<file path="config.mk">
export PLATFORM = sky130hd
export DESIGN_NAME = song_judge
export DESIGN_NICKNAME = d
export VERILOG_FILES = /design/src/rtl/song_judge.sv
export SDC_FILE = /design/constraint.sdc
export NUM_CORES = 1
export LEC_CHECK = 0
export BUFFER_PORTS_ARGS = -buffer_cell sky130_fd_sc_hd__buf_4
export CORE_ASPECT_RATIO = 1.1
export CORE_MARGIN = 4
export CORE_UTILIZATION = 50
export DETAILED_ROUTE_END_ITERATION = 10
export GPL_TIMING_DRIVEN = 0
export PLACE_DENSITY = 0.86
export SLEW_MARGIN = 20
export SYNTH_ARGS = -nofsm -noshare
export SYNTH_HDL_FRONTEND = slang
export SYNTH_SLANG_ARGS = --single-unit
</file>
<file path="constraint.sdc">
create_clock -name CLK -period 2.1 [get_ports CLK]
set_input_delay 0.42 -clock CLK [delete_from_list [all_inputs] [get_ports CLK]]
set_output_delay 0.42 -clock CLK [all_outputs]
set_load 0.02 [all_outputs]
</file>
<file path="src/rtl/song_judge.sv">
// -----------------------------------------------------------------------------
// song_judge
//
// Rhythm-game judging stage. A start pulse launches playback of one stored
// song: for every step the expected note is fetched from an external
// synchronous ROM, shown on guide_key, and the player's first new key press
// inside the step window is judged as a hit or a miss. Hit and miss totals
// saturate at 255 and are held after the song ends or is aborted so the
// score screen can show them.
//
// Parameters
//   STEP_CYCLES  PLAY cycles per note step (2..65535)
//   SONG_LEN     notes per song (1..16)
//
// Ports
//   CLK         system clock, rising edge
//   RESETN      asynchronous reset, active high
//   start       begin a song (honoured in IDLE and DONE only)
//   abort       return to IDLE from any state, beats start
//   song_sel    song number, latched at start
//   key         player keys, synchronous to CLK, bit n = note n
//   rom_addr    note ROM address {latched song, step}
//   rom_data    one-hot expected note from ROM (0 = rest), 1-cycle latency
//   guide_key   expected note of the current step
//   hit_pulse   one-cycle pulse per hit
//   miss_pulse  one-cycle pulse per miss
//   hit_cnt     saturating hit total
//   miss_cnt    saturating miss total
//   led_code    00 neutral, 01 hit, 10 miss, 11 song done
//   busy        high in FETCH, LOAD and PLAY
//   done        high in DONE
// -----------------------------------------------------------------------------
module song_judge #(
    parameter int STEP_CYCLES = 8,
    parameter int SONG_LEN    = 16
) (
    input  logic       CLK,
    input  logic       RESETN,
    input  logic       start,
    input  logic       abort,
    input  logic [2:0] song_sel,
    input  logic [7:0] key,
    output logic [6:0] rom_addr,
    input  logic [7:0] rom_data,
    output logic [7:0] guide_key,
    output logic       hit_pulse,
    output logic       miss_pulse,
    output logic [7:0] hit_cnt,
    output logic [7:0] miss_cnt,
    output logic [1:0] led_code,
    output logic       busy,
    output logic       done
);

    localparam logic [2:0] ST_IDLE  = 3'd0;
    localparam logic [2:0] ST_FETCH = 3'd1;
    localparam logic [2:0] ST_LOAD  = 3'd2;
    localparam logic [2:0] ST_PLAY  = 3'd3;
    localparam logic [2:0] ST_DONE  = 3'd4;

    localparam logic [15:0] LAST_CYC  = 16'(STEP_CYCLES - 1);
    localparam logic [3:0]  LAST_STEP = 4'(SONG_LEN - 1);

    localparam logic [1:0] LED_NEUTRAL = 2'b00;
    localparam logic [1:0] LED_HIT     = 2'b01;
    localparam logic [1:0] LED_MISS    = 2'b10;
    localparam logic [1:0] LED_DONE    = 2'b11;

    logic [2:0]  state;
    logic [3:0]  step;
    logic [15:0] cyc_cnt;
    logic [7:0]  key_q;
    logic [2:0]  sel_q;
    logic        pressed;

    logic [7:0]  press;
    logic        in_play;
    logic        last_cyc;
    logic        first_press;
    logic        is_hit;
    logic        is_miss;

    // Only rising key edges count, so a key held across a step boundary
    // cannot be judged twice.
    assign press       = key & ~key_q;
    assign in_play     = (state == ST_PLAY);
    assign last_cyc    = (cyc_cnt == LAST_CYC);
    assign first_press = in_play && !pressed && (press != 8'd0);
    assign is_hit      = first_press && (press == guide_key) && (guide_key != 8'd0);
    // A press in the final cycle counts as the step's press, so the
    // end-of-step miss is only taken when no press was seen at all.
    assign is_miss     = (first_press && !is_hit) ||
                         (in_play && !pressed && (press == 8'd0) && last_cyc &&
                          (guide_key != 8'd0));

    assign rom_addr = {sel_q, step};
    assign busy     = (state == ST_FETCH) || (state == ST_LOAD) || (state == ST_PLAY);
    assign done     = (state == ST_DONE);

    // NOTE: all state below is written with non-blocking assignments so every
    // register samples the pre-edge values of the others; blocking writes here
    // would make the result depend on statement order.
    always_ff @(posedge CLK or posedge RESETN) begin
        if (RESETN) begin
            state      <= ST_IDLE;
            step       <= 4'd0;
            cyc_cnt    <= 16'd0;
            key_q      <= 8'd0;
            sel_q      <= 3'd0;
            pressed    <= 1'b0;
            guide_key  <= 8'd0;
            hit_pulse  <= 1'b0;
            miss_pulse <= 1'b0;
            hit_cnt    <= 8'd0;
            miss_cnt   <= 8'd0;
            led_code   <= LED_NEUTRAL;
        end else begin
            key_q      <= key;
            hit_pulse  <= 1'b0;
            miss_pulse <= 1'b0;

            if (abort) begin
                // Counts are deliberately left alone for the score screen.
                state     <= ST_IDLE;
                guide_key <= 8'd0;
                led_code  <= LED_NEUTRAL;
            end else begin
                case (state)
                    ST_IDLE, ST_DONE: begin
                        if (start) begin
                            sel_q    <= song_sel;
                            step     <= 4'd0;
                            hit_cnt  <= 8'd0;
                            miss_cnt <= 8'd0;
                            state    <= ST_FETCH;
                        end
                    end

                    // rom_addr is presented this cycle; data arrives next cycle.
                    ST_FETCH: state <= ST_LOAD;

                    ST_LOAD: begin
                        guide_key <= rom_data;
                        led_code  <= LED_NEUTRAL;
                        cyc_cnt   <= 16'd0;
                        pressed   <= 1'b0;
                        state     <= ST_PLAY;
                    end

                    ST_PLAY: begin
                        if (is_hit) begin
                            hit_pulse <= 1'b1;
                            led_code  <= LED_HIT;
                            if (hit_cnt != 8'hFF) hit_cnt <= hit_cnt + 8'd1;
                        end
                        if (is_miss) begin
                            miss_pulse <= 1'b1;
                            led_code   <= LED_MISS;
                            if (miss_cnt != 8'hFF) miss_cnt <= miss_cnt + 8'd1;
                        end
                        if (first_press) pressed <= 1'b1;

                        if (last_cyc) begin
                            if (step == LAST_STEP) begin
                                // Song end overrides the judgement colour of
                                // the final cycle; the pulse still fires.
                                state     <= ST_DONE;
                                guide_key <= 8'd0;
                                led_code  <= LED_DONE;
                            end else begin
                                step  <= step + 4'd1;
                                state <= ST_FETCH;
                            end
                        end else begin
                            cyc_cnt <= cyc_cnt + 16'd1;
                        end
                    end

                    default: state <= ST_IDLE;
                endcase
            end
        end
    end

endmodule
</file>
# After elaboration in Yosys (flattened, before gate mapping)
# Cells that the tools add are included.
# word_totals
register_bits	63
out_inout_bits	37
word_cells	105
# classes
add_sub_neg	4
eq_ne	21
muxes	36
bitwise	3
n_reduce_logical	29
# op_table
op	n
2-to-1 mux 8 bit	8
one-hot mux 8 bit (2 select lines)	3
one-hot mux 16 bit (2 select lines)	1
adder 16 x 1 -> 16 bit, second input constant	1
adder 8 x 1 -> 8 bit, second input constant	2
equality test 16 x 3 -> 1 bit, second input constant	1
2-to-1 mux 16 bit	1
inequality test 8 bit, second input constant	2
nonzero test 8 bit	2
AND reduction 5 bit	3
2-to-1 mux 3 bit	4
2-to-1 mux 4 bit	3
inequality test 2 x 1 -> 1 bit, second input constant	6
one-hot mux 3 bit (4 select lines)	1
AND reduction 3 bit	4
2-to-1 mux 2 bit	5
bitwise AND 8 bit	1
equality test 8 bit	1
logical AND 1 bit	8
logical NOT 8 bit	1
NOT 8 bit	1
one-hot mux 4 bit (2 select lines)	1
2-to-1 mux 1 bit	7
equality test 3 x 2 -> 1 bit, second input constant	2
17 further kinds	24

# Logic depth before layout (Yosys ltp)
# Gate-level depths: netlist of the first run.
# logic_depth
ltp_word	14
ltp_mapped	9
depth_no_buf	7

# Worst setup path before layout of the first run
# OpenSTA, ideal clock, no wires.
# synth_timing
kind	reg2reg
start	register cyc_cnt[0]
end	register miss_cnt[7]
arrival_time_ns	1.869
t_required_ns	2.024
slack_ns	0.155
path_stages_with_launch	8
path_buffers	1
synth_period_minus_slack_ns	1.945
path_cell_list	dfrtp_1 -> ha_1 -> nor4bb_1 -> and4_2 -> nand4_1 -> buf_2 -> a2111o_1 -> o21ai_1
# synth_via
elab_chain_cells	6
# synth_rtl
item	line	rtl
start, declared	71	logic [15:0] cyc_cnt;
start signal, assigned	175	cyc_cnt <= cyc_cnt + 16'd1;
equality test 16 x 3 -> 1 bit	87	assign last_cyc = (cyc_cnt == LAST_CYC);
logical AND 1 bit (2 in a row)	93	(in_play && !pressed && (press == 8'd0) && last_cyc &&
logical OR 1 bit	92	assign is_miss = (first_press && !is_hit) ||
inequality test 2 x 1 -> 1 bit (no line)	--	
AND reduction 5 bit (no line)	--	
end signal, assigned	159	if (miss_cnt != 8'hFF) miss_cnt <= miss_cnt + 8'd1;
end, declared	49	output logic [7:0] miss_cnt,
# No other way between the ends.
# A chain may end at the register's enable or synchronous reset.

# Worst setup path after layout of the first run
# layout_timing
start	register state[2]
end	register miss_cnt[7]
# layout_via
elab_chain_cells	10
word_cells_on_any_way	20
# layout_rtl
item	line	rtl
start, declared	69	logic [2:0] state;
start signal, assigned	105	state <= ST_IDLE;
start signal, assigned	124	state <= ST_IDLE;
start signal, assigned	135	state <= ST_FETCH;
equality test 3 x 2 -> 1 bit	86, 128	
logical AND 1 bit	88, 93	
logical AND 1 bit	88	assign first_press = in_play && !pressed && (press != 8'd0);
logical AND 1 bit (2 in a row)	89	assign is_hit = first_press && (press == guide_key) && (guide_key != 8'd0);
logical NOT 1 bit	92	
logical AND 1 bit	92	
logical OR 1 bit	92	
inequality test 2 x 1 -> 1 bit (no line)	--	
AND reduction 5 bit (no line)	--	
# Several ways; a longest one is shown, not always the timed one.

==> results of run 1 <==
-- power by group through the flow --
stage                     clock network [W]  registers [W]  logic (W)
after floorplan                           0        0.00140   0.000243
after global placement                    0        0.00137   0.000429
after detailed placement                  0        0.00137   0.000446
after CTS                           0.00111        0.00134   0.000463
after global routing                0.00117        0.00136   0.000541
final                               0.00110        0.00135   0.000498
-- per-layer routing --
layer  wire (µm)  GRT usage
met4         108      0.107
met3         481     0.0311
met2        4350      0.343
met5           0          0
met1        3520      0.253
-- how the worst min path moves through the flow --
stage                                     from              endpoint
after global routing                    RESETN    key_q[5]$_DFF_PP0_
after global placement    sel_q[2]$_DFFE_PP0P_  sel_q[2]$_DFFE_PP0P_
after CTS                               RESETN    key_q[7]$_DFF_PP0_
after floorplan                         key[0]    key_q[0]$_DFF_PP0_
final                                   RESETN    key_q[1]$_DFF_PP0_
after detailed placement                RESETN    key_q[1]$_DFF_PP0_
-- critical path, stage by stage, from the launching register on --
cell and delay (ns):
dfrtp_2 0.45, nand3b_4 0.17, buf_6 0.16, a211oi_4 0.32
nand4_1 0.20, buf_6 0.19, a2111o_1 0.40, o21ai_1 0.09
-- per-stage QoR --
| step | area [µm²] | cells | power [W] | setup TNS, ns | utilization |
|---|---|---|---|---|---|
| after global placement | 3810 | 484 | 0.00180 | -38.16 | 0.608 |
| after CTS | 4080 | 502 | 0.00292 | 0 | 0.650 |
| after global routing | 4220 | 512 | 0.00307 | -0.133 | 0.673 |
| after floorplan | 3270 | 345 | 0.00164 | 0 | - |
| final | 4220 | 512 | 0.00295 | 0 | 0.673 |
| after detailed placement | 3840 | 485 | 0.00182 | -0.842 | 0.612 |
-- state kept, by name, indices dropped and copies added, names as in the netlist --
signal	count
cyc_cnt	16
guide_key	8
hit_cnt	8
hit_pulse	1
key_q	8
led_code	2
miss_cnt	8
miss_pulse	1
pressed	1
sel_q	3
state	3
step	4
-- cell families (layout without fill, tap and decap cells) --
family,Yosys count,after routing,share of synthesized area
adder cells (fa/ha/maj),4,4,0.0153
flip-flops,63,63,0.482
multiplexers,9,9,0.0275
AND/OR/NAND/NOR,180,180,0.290
XOR/XNOR,21,21,0.0562
buffers and inverters,16,103,0.0230
AO/OA/AOI/OAI,52,52,0.106
-- cell usage after synthesis, types with 2 or more instances --
master,count
nor3_1,5
a211o_1,2
inv_1,5
nor4_2,2
ha_1,4
o22ai_1,2
nand2_1,54
mux2i_1,9
and2_1,6
nand2b_1,5
nand3b_1,2
xor2_1,7
and3_1,7
nor2b_1,8
buf_2,3
o21ai_0,12
o31ai_1,2
and4_1,4
clkbuf_1,5
a21oi_1,17
nand3_1,23
nand4_1,15
dfrtp_1,63
xnor2_1,14
nor4_1,5
or4_1,2
a22o_1,4
nor2_1,33
-- repair_timing --
item / in CTS / in global routing
setup buffers: 1 / 10
endpoints found under the setup margin: 7 / 26
pin swaps: 0 / 4
resized for setup: 6 / 17
-- layout make-up --
type,instances,area (µm²),area share
tap,80,100,0.0237
sequential,63,1580,0.374
buffer,11,67.6,0.0160
clock inverter,7,80.1,0.0190
timing repair buffer,71,546,0.129
multi-input combinational,266,1700,0.403
clock buffer,9,124,0.0294
inverter,5,21.3,0.00504
==> qor.txt, run 1 <==
Fin. Hold Viols = 0
Commonest cells after routing, fill and taps aside = buf_4, dfrtp_1, nand2_1, nor2_1, nand3_1
TritonCTS Buffers = 9
Post-Synthesis Net Count = 372
Final setup fails = 0
Rows = 30
Synth unique cells = 53
Clk pwr share = 0.373
Max-cap violations = 0
Nets@finish = 454
Yosys reg bits = 63
Syn Inst Count = 345
Reg2Reg Depth = 7
RSZ-0062 raised after global routing = yes
Most common cell after layout, fill and taps aside = buf_4
Area growth from synthesis to layout = 29.0%
Crit Path Class = reg2reg
Synth Area per Inst = 9.48 µm²
Post-synth EDFFs = 0
Synth top area share = 0.482
Comb pwr share = 0.169
Htree depth = 3
Worst endpoint required time = 2.39 ns
P_sw = 0.000899 W
Max VDD drop = 0.474 mV
Worst slack, placed = -0.123 ns
Sw frac = 0.305
Async set or reset register ratio after synthesis = 1.00
Vias in the first global route = 2843
Grt total ovfl = 0
Total GRT Usage = 0.205
Buffers added on ports = 59
Post-DRT Antenna Nets = 0
Die Span Y = 92.8 µm
# clock sinks = 63
Initial DRC count = 289
Pleak = 1.96 nW
Core area = 0.00627 mm²
Outcome = finished clean
First-pass GRT wire length = 13.0 mm
Die area = 0.00790 mm²
Post-Syn Area = 0.00327 mm²
Power per standard cell area = 699 mW/mm²
Internal = 0.00205 W
Crit Reg-Reg Startpoint = state[2]$_DFFE_PP0P_
Sequential fraction of the synthesis area = 0.482
Max_slew headroom = 0.585
Fill cells = 458
1st-pass router iterations = 6
Io pins = 60
Largest net degree at the start of global routing = 41
CTS tree = built
Initial Utilization = 0.522
Class of the worst hold path = in2async
Tcrit/Tclk final = 0.989
Crit end category = flip-flop
Setup Skew = 0.00966 ns
Synth Flop Type = dfrtp_1
Slack of the critical path = 0.0237 ns
Routed vias = 2958
Synth area leaders = dfrtp_1, nand2_1, nor2_1, xnor2_1, nand3_1
Crit Path Max Fanout = 10
Clock Tree Root = clkbuf_8
Hold Slack = 0.0124 ns
Antenna diodes = 0
Max Freq = 482 MHz
Clock insertion delay at the later pin of the skew report = 0.36 ns
Synth warnings = 0
R2r setup slk = 0.02 ns
Post-Route WL = 8.46 mm
Capture point of the worst path = miss_cnt[7]$_DFFE_PP0P_
WL/cell = 16.5 µm
Worst Setup SP = state[2]$_DFFE_PP0P_
CTS Hold Bufs = 0
Sequential Power Share = 0.458
DRC viols = 0
Slew Viols, Final = 0
Synth area leader = dfrtp_1
WP data arrival = 2.36 ns
Startpoint class of the critical path = flip-flop
Worst reg2reg endpoint = miss_cnt[7]$_DFFE_PP0P_
Initial antenna violation count = 0
GPL Wtd Cong = 0.887
Min Tclk post-route = 2.08 ns
Tightest Pin Transition = 0.623 ns
Share of layout cells above drive strength 1 = 0.273
Vias per cell = 5.78
Worst-path clk slew = 0.08 ns
DP HPWL = 5.70 mm
Die W = 85.1 µm
Clock Path Buffers = 2
Power figures use the tool's default switching activity.
==> run 2, diff against run 1 <==
CORE_UTILIZATION = 56   (was 50)
PLACE_DENSITY = 0.9   (was 0.86)
clock period = 2 ns   (was 2.1 ns; I/O delays follow)
==> run 2 against run 1 <==
  * The run now ends with setup timing left
  * Via count increased by 6.8%
  * Final area increased by 3.6%
  * Setup slack got worse by 0.034 ns
  * Utilization increased by 12 points
  * Count of clock-buffer cells in the layout unchanged
  * Register-to-register slack got worse by 0.03 ns
==> qor.txt, run 2 (same netlist as run 1, synthesis figures left out) <==
Clock Path Buffers = 2
Startpoint class of the critical path = flip-flop
Initial Utilization = 0.591
Slew Viols, Final = 0
Routed vias = 3160
Rows = 28
Top delay family on crit path = compound AO/OA/AOI/OAI gates
CTS Hold Bufs = 0
Crit Path Max Fanout = 10
Power per standard cell area = 735 mW/mm²
WP data arrival = 2.28 ns
Class of the worst hold path = in2async
Final setup fails = 1
Fin. Hold Viols = 0
Clock Tree Root = clkbuf_8
First-pass GRT wire length = 14.1 mm
Initial antenna violation count = 0
RSZ-0062 raised after global routing = yes
DP HPWL = 5.59 mm
Failing checks = setup timing
Post-Route WL = 9.13 mm
Commonest cells after routing, fill and taps aside = buf_4, dfrtp_1, nand2_1, nor2_1, nand3_1
Tightest Pin Transition = 0.605 ns
Die W = 80.9 µm
1st-pass router iterations = 5
Area growth from synthesis to layout = 33.6%
Worst-path clk slew = 0.07 ns
GPL Wtd Cong = 0.880
Initial DRC count = 303
Hold Slack = 0.0119 ns
Io pins = 60
Worst endpoint required time = 2.27 ns
Max VDD drop = 0.645 mV
Fin area = 0.00437 mm²
Htree depth = 3
# clock sinks = 63
Max-cap violations = 0
Top reg by flops = cyc_cnt
Buffers added on ports = 59
Largest net degree at the start of global routing = 40
Max_slew headroom = 0.595
Core area = 0.00554 mm²
Clock insertion delay at the later pin of the skew report = 0.35 ns
Die Span Y = 88.2 µm
Slack of the critical path = -0.00984 ns
Most common cell after layout, fill and taps aside = buf_4
Crit end category = flip-flop
Worst path bufs/invs = 3
Min Tclk post-route = 2.01 ns
WL/cell = 17.8 µm
Max FFs per register = 16
Max Freq = 498 MHz
Die area = 0.00713 mm²
Slowest CP cell = dfrtp_2
TritonCTS Buffers = 9
CTS tree = built
Nets@finish = 460
Antenna diodes = 0
Share of layout cells above drive strength 1 = 0.331
Grt total ovfl = 0
Max incr delay on CP = 0.43 ns
Total GRT Usage = 0.257
Crit Path Class = reg2reg
Post-DRT Antenna Nets = 0
Vias in the first global route = 3096
DRC viols = 0
Outcome = finished, violations left
Pleak = 2.03 nW
CP Cell Sequence = buf_4 > nand3b_4 > buf_8 > a211oi_4 > nand4_1 > buf_6 > a2111o_1 > o21ai_1
Setup Skew = 0.0106 ns
Area after DPL = 0.00383 mm²
Vias per cell = 6.16
Tcrit/Tclk final = 1.00
## run 2: changes by cell type in the layout (fill, tap and decap cells not counted), moves of 4 or more
| cell | delta |
|---|---|
| buf_4 | +9 |
| nor2b_2 | +6 |
| nor2b_1 | -6 |
| clkinv_2 | +4 |
| dfrtp_1 | -6 |
| dfrtp_2 | +6 |
## run 2: power breakdown
part | switching [W] | internal, W | total, W
clock | 0.000518 | 0.000692 | 0.00121
combinational | 0.000324 | 0.000250 | 0.000574
sequential | 0.0000841 | 0.00134 | 0.00142
total | 0.000926 | 0.00228 | 0.00321
## run 2: routing by layer
layer | global-route usage | wire (µm) | vias to the layer above
li1 | - | - | 1409
met1 | 0.318 | 3460 | 1544
met2 | 0.423 | 4680 | 177
met3 | 0.0586 | 716 | 30
met4 | 0.126 | 274 | 0
met5 | 0 | 0 | -
## run 2: final timing paths
kind	slack (ns)	to	cells after the start	start
setup / recovery	-0.01	miss_cnt[7]$_DFFE_PP0P_	8	state[1]$_DFFE_PP0P_
hold / removal	0.01	key_q[6]$_DFF_PP0_	2	RESETN
setup reg to reg	-0.01	miss_cnt[7]$_DFFE_PP0P_	8	state[1]$_DFFE_PP0P_
hold reg to reg	0.50	miss_cnt[6]$_DFFE_PP0P_	1	miss_cnt[6]$_DFFE_PP0P_
max in group asynchronous	1.46	hit_cnt[2]$_DFFE_PP0P_	3	RESETN
min in group CLK	0.16	key_q[6]$_DFF_PP0_	1	key[6]
## run 2: repair_timing
item	CTS	global route
gates resized for setup	13	36
buffers inserted	8	11
pin swaps	4	9
setup endpoints to repair	25	35
## run 2: layout make-up
class | count | area, µm²
well taps | 75 | 93.8
repair buffers | 79 | 618
inverters | 5 | 21.3
plain buffers | 9 | 70.1
multi-input cells | 266 | 1770
flip-flops and latches | 63 | 1590
clock inverters | 7 | 87.6
fillers | 344 | 1170
clock buffers | 9 | 124
## run 2: per-stage QoR
step	setup TNS (ns)	setup WS, ns	power [W]	util	std cells
floorplan	0	0.0303	0.00172	-	345
finish	-0.00984	-0.00984	0.00321	0.789	513
global placement	-44.13	-0.668	0.00188	0.688	479
detailed placement	-3.61	-0.209	0.00191	0.692	480
CTS	-0.103	-0.0354	0.00312	0.750	503
global route	-0.444	-0.0953	0.00333	0.789	513
==> run 3, diff against run 2 <==
==> constraint.sdc (replaced) <==
create_clock -name CLK -period 2 [get_ports CLK]
set_input_delay 0 -clock CLK [delete_from_list [all_inputs] [get_ports CLK]]
set_output_delay 0 -clock CLK [all_outputs]
set_load 0.02 [all_outputs]
==> run 3 against run 2 <==
  * The run still ends with setup timing left
  * Clock power about the same
  * Worst hold slack improved by 0.044 ns
  * Final area up 6.4%
  * Critical path depth fell by 1
  * Maximum frequency decreased by 5.0%
  * Non-clock buffer count increased by 23
  * Sequential share of layout area down 2.2 points
  * Clock skew down 0.0042 ns
  * Cell count increased by 4.5%
  * Routed wire length grew 28%
==> qor.txt, run 3 (same netlist as run 1, synthesis figures left out) <==
Initial Utilization = 0.591
Crit Path Max Fanout = 8
DRC viols = 0
Most common cell after layout, fill and taps aside = buf_4
Pleak = 2.15 nW
Post-Route WL = 11.7 mm
Initial DRC count = 430
Vias per cell = 6.57
Crit Path Class = reg2reg
Slowest CP cell = dfrtp_1
Die W = 80.9 µm
Tcrit/Tclk final = 1.06
Power per standard cell area = 714 mW/mm²
1st-pass router iterations = 7
Comb pwr share = 0.200
Largest net degree at the start of global routing = 40
Reg2Reg Depth = 7
Grt total ovfl = 0
Outcome = finished, violations left
Max VDD drop = 0.839 mV
Htree depth = 3
TritonCTS Buffers = 9
Max Freq = 473 MHz
Clock Path Buffers = 2
GPL Wtd Cong = 0.880
Layout Utilization = 0.840
Sw frac = 0.300
P_sw = 0.000994 W
Commonest cells after routing, fill and taps aside = buf_4, dfrtp_1, nand2_1, nor2_1, nand3_1
Worst path bufs/invs = 1
Startpoint class of the critical path = flip-flop
Share of layout cells above drive strength 1 = 0.334
Routed vias = 3524
Slew Viols, Final = 0
PnR Total Power = 0.00332 W
Slack of the critical path = -0.115 ns
Clock insertion delay at the later pin of the skew report = 0.35 ns
Max-cap violations = 0
Area growth from synthesis to layout = 42.1%
Die Span Y = 88.2 µm
Die area = 0.00713 mm²
Rows = 28
Worst Setup SP = cyc_cnt[1]$_DFFE_PP0P_
Hold Slack = 0.0556 ns
Crit end category = flip-flop
Max FFs per register = 16
CTS tree = built
Crit path depth = 7
WP data arrival = 2.38 ns
WL/cell = 21.8 µm
Worst reg2reg endpoint = miss_cnt[7]$_DFFE_PP0P_
CP Cell Sequence = ha_4 > nor4bb_4 > and4_4 > nand4_1 > buf_6 > a2111o_1 > o21ai_1
# clock sinks = 63
Worst endpoint required time = 2.27 ns
Final setup fails = 11
DP HPWL = 5.59 mm
Max incr delay on CP = 0.43 ns
R2r setup slk = -0.12 ns
First-pass GRT wire length = 15.3 mm
Fin. Hold Viols = 0
RSZ-0062 raised after global routing = yes
Class of the worst hold path = in2reg
Core area = 0.00554 mm²
Nets@finish = 483
Min Tclk post-route = 2.12 ns
Final TNS setup = -0.690 ns
Clock Tree Root = clkbuf_8
Antenna diodes = 0
Sequential Power Share = 0.434
Failing checks = setup timing
Internal = 0.00232 W
Clk pwr share = 0.365
Tightest Pin Transition = 0.657 ns
Fill cells = 260
Io pins = 60
Max_slew headroom = 0.560
Crit Reg-Reg Startpoint = cyc_cnt[1]$_DFFE_PP0P_
Vias in the first global route = 3324
Post-DRT Antenna Nets = 0
Capture point of the worst path = miss_cnt[7]$_DFFE_PP0P_
Buffers added on ports = 59
Worst-path clk slew = 0.07 ns
Top reg by flops = cyc_cnt
Top delay family on crit path = simple AND/OR/NAND/NOR gates
Initial antenna violation count = 0
Total GRT Usage = 0.279
Setup Skew = 0.00644 ns
run 3: cell count changes in the layout (fill, tap and decap cells not counted), moves of 2 or more:
cell	delta
dlygate4sd3_1	+20
nor2b_2	-3
nor2b_4	+3
buf_4	+2
nor4_1	-2
nor4_2	+2
run 3: cell type report:
type	count	area, µm²	area share
timing repair buffer	102	841	0.181
sequential	63	1590	0.341
clock inverter	7	87.6	0.0188
clock buffer	9	124	0.0266
multi-input combinational	266	1820	0.392
buffer	9	73.8	0.0159
tap	75	93.8	0.0202
inverter	5	21.3	0.00458
run 3: power by group through the flow:
stage | Clock, W | Combinational, W | Sequential, W
6_report | 0.00121 | 0.000665 | 0.00144
5_1_grt | 0.00128 | 0.000704 | 0.00144
4_1_cts | 0.00120 | 0.000543 | 0.00141
3_5_place_dp | 0 | 0.000472 | 0.00144
3_3_place_gp | 0 | 0.000450 | 0.00143
2_1_floorplan | 0 | 0.000255 | 0.00147
run 3: tightest hold or removal path, cell delays in order:
cell	delay, ns
buf_4	0.13
inv_1	0.07
a22oi_1	0.07
nor2_1	0.09
run 3: per-layer routing:
layer  global-route usage  routed length, µm  vias up
li1                     -                  -     1451
met1                0.335               4060     1676
met2                0.463               5750      295
met3               0.0648               1010      102
met4                0.154                888        0
met5                    0                  0        -
run 3: timing repair:
action | 4_1_cts | 5_1_grt
gates resized for setup | 13 | 48
endpoints found under the setup margin | 25 | 39
setup buffers | 8 | 14
pin swaps | 4 | 11
hold buffers | 20 | 0
endpoints found under the hold margin | 82 | 0
run 3: through the flow:
step	cell area [µm²]	cells	worst slack, ns
floorplan	3270	345	0.0551
global placement	3810	479	-0.268
detailed placement	3830	480	-0.209
CTS	4350	523	-0.0354
global route	4650	536	-0.190
finish	4650	536	-0.115
run 3: worst min path at each step:
stage	start	depth (start not counted)	endpoint	slack [ns]
after global placement	key[6]	1	key_q[6]$_DFF_PP0_	0.12
after global routing	start	4	state[2]$_DFFE_PP0P_	0.08
after detailed placement	RESETN	2	key_q[2]$_DFF_PP0_	-0.01
final	start	4	state[2]$_DFFE_PP0P_	0.06
after floorplan	key[0]	0	key_q[0]$_DFF_PP0_	0.03
after CTS	start	4	state[2]$_DFFE_PP0P_	0.05
